<file path="src/rtl/packed_enum_fifo_if.sv">
// Beat-level handshake bundle for the packed enum FIFO: one producer-side
// stream (in_*) and one consumer-side stream (out_*), both carrying
// NCH packed W-bit elements per beat.
interface packed_enum_fifo_if #(
    parameter int W   = 4,
    parameter int NCH = 2
);
    logic                    in_valid;
    logic                    in_ready;
    logic [NCH-1:0][W-1:0]   in_data;
    logic                    out_valid;
    logic                    out_ready;
    logic [NCH-1:0][W-1:0]   out_data;

    // FIFO side: sinks the producer stream, sources the consumer stream
    modport slave (
        input  in_valid, in_data, out_ready,
        output in_ready, out_valid, out_data
    );

    // Environment side: drives beats in and consumes beats out
    modport master (
        output in_valid, in_data, out_ready,
        input  in_ready, out_valid, out_data
    );
endinterface

</file>
<file path="src/rtl/packed_enum_fifo.sv">
// First-word-fall-through FIFO for packed arrays of enum-typed elements.
// Every accepted element is range-checked against ENUM_MAX; illegal values
// are still stored and forwarded, but raise sticky per-channel flags and
// bump a saturating beat error counter.
module packed_enum_fifo #(
    parameter int          W        = 4,
    parameter int          NCH      = 2,
    parameter int          DEPTH    = 4,
    parameter int unsigned ENUM_MAX = 0
) (
    input  logic                      clk,
    input  logic                      rst_n,
    packed_enum_fifo_if.slave         bus,
    input  logic                      clr_err,
    output logic [$clog2(DEPTH):0]    count,
    output logic [NCH-1:0]            illegal_seen,
    output logic [7:0]                illegal_cnt
);
    localparam int PW = $clog2(DEPTH);
    localparam int CW = PW + 1;

    typedef logic [NCH-1:0][W-1:0] beat_t;

    logic [PW-1:0]           wr_ptr_q, wr_ptr_d;
    logic [PW-1:0]           rd_ptr_q, rd_ptr_d;
    logic [CW-1:0]           count_q, count_d;
    logic                    ready_en_q, ready_en_d;
    logic [NCH-1:0]          seen_q, seen_d;
    logic [7:0]              cnt_q, cnt_d;
    logic                    in_ready;
    logic                    push;
    logic                    pop;
    logic [NCH-1:0]          ill;
    logic [DEPTH-1:0][NCH-1:0][W-1:0] mem_vec;

    // Handshake and pointer/occupancy next-state; ready comes only from flops
    always_comb begin
        in_ready   = ready_en_q & (count_q != CW'(DEPTH));
        push       = bus.in_valid & in_ready;
        pop        = (count_q != '0) & bus.out_ready;
        wr_ptr_d   = push ? wr_ptr_q + PW'(1) : wr_ptr_q;
        rd_ptr_d   = pop  ? rd_ptr_q + PW'(1) : rd_ptr_q;
        ready_en_d = 1'b1;
        count_d    = count_q;
        case ({push, pop})
            2'b10:   count_d = count_q + CW'(1);
            2'b01:   count_d = count_q - CW'(1);
            default: count_d = count_q;
        endcase
    end

    // Per-channel unsigned range check on accepted elements
    genvar gi;
    generate
        for (gi = 0; gi < NCH; gi++) begin : gen_chk
            assign ill[gi] = push & (32'(bus.in_data[gi]) > ENUM_MAX);
        end
    endgenerate

    // Sticky flags and saturating counter; a same-cycle event beats clear
    always_comb begin
        seen_d = (clr_err ? '0 : seen_q) | ill;
        cnt_d  = cnt_q;
        if (clr_err)
            cnt_d = (|ill) ? 8'd1 : 8'd0;
        else if ((|ill) && (cnt_q != 8'hFF))
            cnt_d = cnt_q + 8'd1;
    end

    // Control and error state registers
    always_ff @(posedge clk or negedge rst_n) begin
        if (!rst_n) begin
            wr_ptr_q   <= '0;
            rd_ptr_q   <= '0;
            count_q    <= '0;
            ready_en_q <= 1'b0;
            seen_q     <= '0;
            cnt_q      <= '0;
        end else begin
            wr_ptr_q   <= wr_ptr_d;
            rd_ptr_q   <= rd_ptr_d;
            count_q    <= count_d;
            ready_en_q <= ready_en_d;
            seen_q     <= seen_d;
            cnt_q      <= cnt_d;
        end
    end

    // Storage: one register per entry, written when the write pointer selects it
    generate
        for (gi = 0; gi < DEPTH; gi++) begin : gen_mem
            beat_t entry_q, entry_d;

            // Capture the incoming beat into this slot on push
            always_comb begin
                entry_d = entry_q;
                if (push && (wr_ptr_q == PW'(gi)))
                    entry_d = bus.in_data;
            end

            // Entry register, cleared on reset so out_data reads zero
            always_ff @(posedge clk or negedge rst_n) begin
                if (!rst_n)
                    entry_q <= '0;
                else
                    entry_q <= entry_d;
            end

            assign mem_vec[gi] = entry_q;
        end
    endgenerate

    assign bus.in_ready  = in_ready;
    assign bus.out_valid = (count_q != '0);
    assign bus.out_data  = mem_vec[rd_ptr_q];
    assign count         = count_q;
    assign illegal_seen  = seen_q;
    assign illegal_cnt   = cnt_q;
endmodule

</file>
<file path="src/flat_wrapper.sv">
// flat-port wrapper written by rule: the top's interface ports become plain ports
module packed_enum_fifo_flat 
#(
    parameter int          W        = 4,
    parameter int          NCH      = 2,
    parameter int          DEPTH    = 4,
    parameter int unsigned ENUM_MAX = 0
)
  (clk, rst_n, clr_err, count, illegal_seen, illegal_cnt, bus_in_valid, bus_in_data, bus_out_ready, bus_in_ready, bus_out_valid, bus_out_data);
  packed_enum_fifo_if #(.W(W), .NCH(NCH)) bus_i ();
  input  logic clk;
  input  logic rst_n;
  input  logic clr_err;
  output logic [$clog2(DEPTH):0] count;
  output logic [NCH-1:0] illegal_seen;
  output logic [7:0] illegal_cnt;
  input wire logic [$bits(bus_i.in_valid)-1:0] bus_in_valid;
  input wire logic [$bits(bus_i.in_data)-1:0] bus_in_data;
  input wire logic [$bits(bus_i.out_ready)-1:0] bus_out_ready;
  output wire logic [$bits(bus_i.in_ready)-1:0] bus_in_ready;
  output wire logic [$bits(bus_i.out_valid)-1:0] bus_out_valid;
  output wire logic [$bits(bus_i.out_data)-1:0] bus_out_data;
  assign bus_i.in_valid = bus_in_valid;
  assign bus_i.in_data = bus_in_data;
  assign bus_i.out_ready = bus_out_ready;
  assign bus_in_ready = bus_i.in_ready;
  assign bus_out_valid = bus_i.out_valid;
  assign bus_out_data = bus_i.out_data;
  packed_enum_fifo #(.W(W), .NCH(NCH), .DEPTH(DEPTH), .ENUM_MAX(ENUM_MAX)) u_core (.clk(clk), .rst_n(rst_n), .bus(bus_i), .clr_err(clr_err), .count(count), .illegal_seen(illegal_seen), .illegal_cnt(illegal_cnt));
endmodule
</file>
<file path="config.mk">
export PLATFORM = sky130hd
export DESIGN_NAME = packed_enum_fifo_flat
export DESIGN_NICKNAME = d
export VERILOG_FILES = /design/src/rtl/packed_enum_fifo_if.sv /design/src/rtl/packed_enum_fifo.sv /design/src/flat_wrapper.sv
export SDC_FILE = /design/constraint.sdc
export NUM_CORES = 1
export LEC_CHECK = 0
export ABC_AREA = 1
export ABC_CLOCK_PERIOD_IN_PS = 3430
export CORE_ASPECT_RATIO = 0.8
export CORE_UTILIZATION = 30
export DETAILED_ROUTE_END_ITERATION = 16
export PLACE_DENSITY = 0.5
export SLEW_MARGIN = 20
export SYNTH_ARGS = -nofsm -noshare
export SYNTH_HDL_FRONTEND = slang
export SYNTH_SLANG_ARGS = --single-unit
</file>
<file path="constraint.sdc">
create_clock -name clk -period 3.43 [get_ports clk]
set_input_delay 1.029 -clock clk [delete_from_list [all_inputs] [get_ports clk]]
set_output_delay 1.029 -clock clk [all_outputs]
set_load 0.02 [all_outputs]
</file>
==> flow_summary_export.csv <==
group,metric,value,unit
yosys,synth_area,2460,sq um
yosys,synthCells,274,
routing,routed_via_density,4.51,
clock_tree,clock_sinks,50,
sta,hold-worst-slack,0.488,ns
power_and_ir_drop,power_density,829,nW/um^2
place,dp_hpwl,3.65,mm
sta,worst_slack,0.367,ns
outcome,status,"finished with violations",
cells_and_area,diodes,0,
sta,rsz0062_at_grt,"no",
cells_and_area,area_growth_syn_to_layout,22.7,%
floorplan,die_h,83.1,microns
floorplan,die_area,8580,sq um
place,io_buffers,35,
routing,drc,2,
global_routing,grt_pass1_vias,1880,
clock_tree,ctsLongestPathBuffers,2,
clock_tree,postCtsHoldBufs,0,
yosys,yosys_warnings,0,
worst_setup_path,startpoint_type,"flip-flop",
yosys,async_flop_share,100,%
worst_setup_path,cp-end-kind,"output pin",
global_routing,grt_max_degree,30,
global_routing,overflow,0,
routing,drt_iter0_drc,57,
clock_tree,post_cts_resized,0,
sta,relSlewSlack,56.1,%
place,dp_slack,0.503,ns
yosys,yosys.area.top_type_share,50.8,%
clock_tree,cts_tree,"built",
worst_setup_path,arrival,2.03,ns
global_routing,antenna_found_initial,0,
sta,fin_worst_skew,0.00609,ns
clock_tree,cts_made_buffers,5,
cells_and_area,nNetsFinal,332,
clock_tree,cts_setup_buffers,0,
place,placed_area,2910,sq um
routing,num_vias,1896,
yosys,ys_seq_elements,50,
clock_tree,clkTransAtPathRegs,0.09,ns
sta,drv_slew,0,
cells_and_area,drive_gt1_share,8.65,%
yosys,avgSynthCellArea,9.00,sq um
routing,wirelength,5.32,mm
outcome,failed_checks,"DRC",
global_routing,grt_usage,13.8,%
routing,firstDrtPassIters,10,
yosys,ys.flop_type,"dfrtp_1",
sta,finalHoldViolCount,0,
sta,worst_slew_pin_slew,0.659,ns
sta,period_share,89.3,%
floorplan,die_w,103,microns
place,dp_cells,413,
cells_and_area,stdcell_count,420,
worst_setup_path,worstPathRequired,2.40,ns
power_and_ir_drop,ir_worst_vdd,0.350,mV
yosys,synth-edff-count,0,
clock_tree,cts_htree_levels,2,
clock_tree,clk_latency,0.30,ns
yosys,synth_fp_nets,294,
sta,fin_tns_setup,0,ns
yosys,synth.distinct_cells,29,
global_routing,grt_pass1_wl,9.18,mm
cells_and_area,fin_area,3030,sq um
floorplan,rows,29,
clock_tree,cts-root-buf,"clkbuf_8",
routing,final_antenna_net_count,0,
worst_setup_path,cp_max_fo,9,
worst_setup_path,crit_type,"flip-flop to output pin",
yosys,synthTopCellsByArea,"dfrtp_1, nand2_1, o21ai_0",
hold_path,hp-class,"flip-flop to flip-flop",
sta,finalSetupViolations,0,
floorplan,ioPinCount,36,
sta,fin_crit,3.06,ns
yosys,synth_common_cells,"nand2_1, dfrtp_1, o21ai_0",
run,drv_cap,0,
floorplan,initial_utilization,31.0,%
yosys,ys_seq_area_share,50.8,%
routing,wl_per_cell,12.7,microns
sta,clock.fmax,0.326,GHz
yosys,yosysMostFrequentCell,"nand2_1",
place,gp_congestion,0.742,
floorplan,core_area,7950,sq um
yosys,synth_top_cell_by_area,"dfrtp_1",
power_and_ir_drop,power_leakage,1.44,nW
-- kinds of logic (layout without fill, tap and decap cells) --
family,Yosys count,after routing,synth area share [%]
adders and majority gates,7,7,3.86
other,1,1,0.152
DFF,50,50,50.8
and+or+nand+nor,110,110,21.1
buffers and inverters,29,67,5.94
AOI/OAI and AO/OA,68,68,15.0
xor gates and xnor gates,9,9,3.20
-- state kept, by name, summed over array words and instances (netlist names) --
| register | cells |
|---|---|
| u_core.illegal_cnt | 8 |
| u_core.gen_mem.entry_q | 32 |
| u_core.illegal_seen | 2 |
| u_core.rd_ptr_q | 2 |
| u_core.ready_en_q | 1 |
| u_core.wr_ptr_q | 2 |
| u_core.count | 3 |
-- power breakdown --
group	internal [mW]	leakage [nW]	total [mW]	switching (mW)
Clock	0.234	0.0573	0.428	0.194
Combinational	0.489	0.755	1.12	0.630
Sequential	0.814	0.631	0.961	0.147
-- critical path, cell delays in order (launching register included) --
cell and delay [ns]:
dfrtp_1 0.49, inv_1 0.30, o21ai_0 0.15, o22ai_1 0.17, clkdlybuf4s50_1 0.63
-- metal layers --
metal / global-route usage (%) / share of wire [%] / vias to the layer above
met5: 0 / 0 / -
met1: 19.8 / 53 / 884
met2: 21.0 / 43 / 33
met3: 3.20 / 3.9 / 4
li1: - / - / 975
met4: 3.46 / 0.77 / 0
-- through the flow --
| step | util (%) | power, mW |
|---|---|---|
| 2_1_floorplan | - | 1.68 |
| 3_3_place_gp | 36.7 | 2.10 |
| 3_5_place_dp | 36.7 | 2.11 |
| 4_1_cts | 38.1 | 2.55 |
| 5_1_grt | 38.1 | 2.71 |
| 6_report | 38.1 | 2.51 |
-- path summary, 6_finish.rpt --
path | start | endpoint | slack, ns | depth (start not counted)
worst min register to register | u_core.gen_mem[2].entry_q[7] | u_core.gen_mem[2].entry_q[7] | 0.49 | 2
worst max register to register | u_core.count[1] | u_core.count[2] | 1.46 | 9
worst max-delay path | u_core.rd_ptr_q[1] | bus_out_data[2] | 0.37 | 4
max in group asynchronous | rst_n | u_core.illegal_seen[0] | 2.03 | 2
min in group asynchronous | rst_n | u_core.gen_mem[3].entry_q[4] | 0.75 | 1
worst min-delay path | u_core.gen_mem[2].entry_q[7] | u_core.gen_mem[2].entry_q[7] | 0.49 | 2
-- area by class of cell --
class,count,area (sq um)
clock buffer,6,82.6
clock inverter,1,30.0
fill,822,4920
inverter,21,83.8
multi-input combinational,195,1070
sequential,50,1250
tap,108,135
timing repair buffer,39,375
-- cell usage in the layout, fill, tap and decap left out, types with 6 or more instances in the layout --
cell type        instances
nand2_1                 63
dfrtp_1                 50
clkdlybuf4s50_1         34
o21ai_0                 32
o21ai_1                 22
nor2_1                  21
inv_1                   20
nand3_1                  9
o22ai_1                  8
xor2_1                   8
nand2_4                  7
ha_1                     6
clkbuf_8                 6
(Power assumes the default switching activity.)
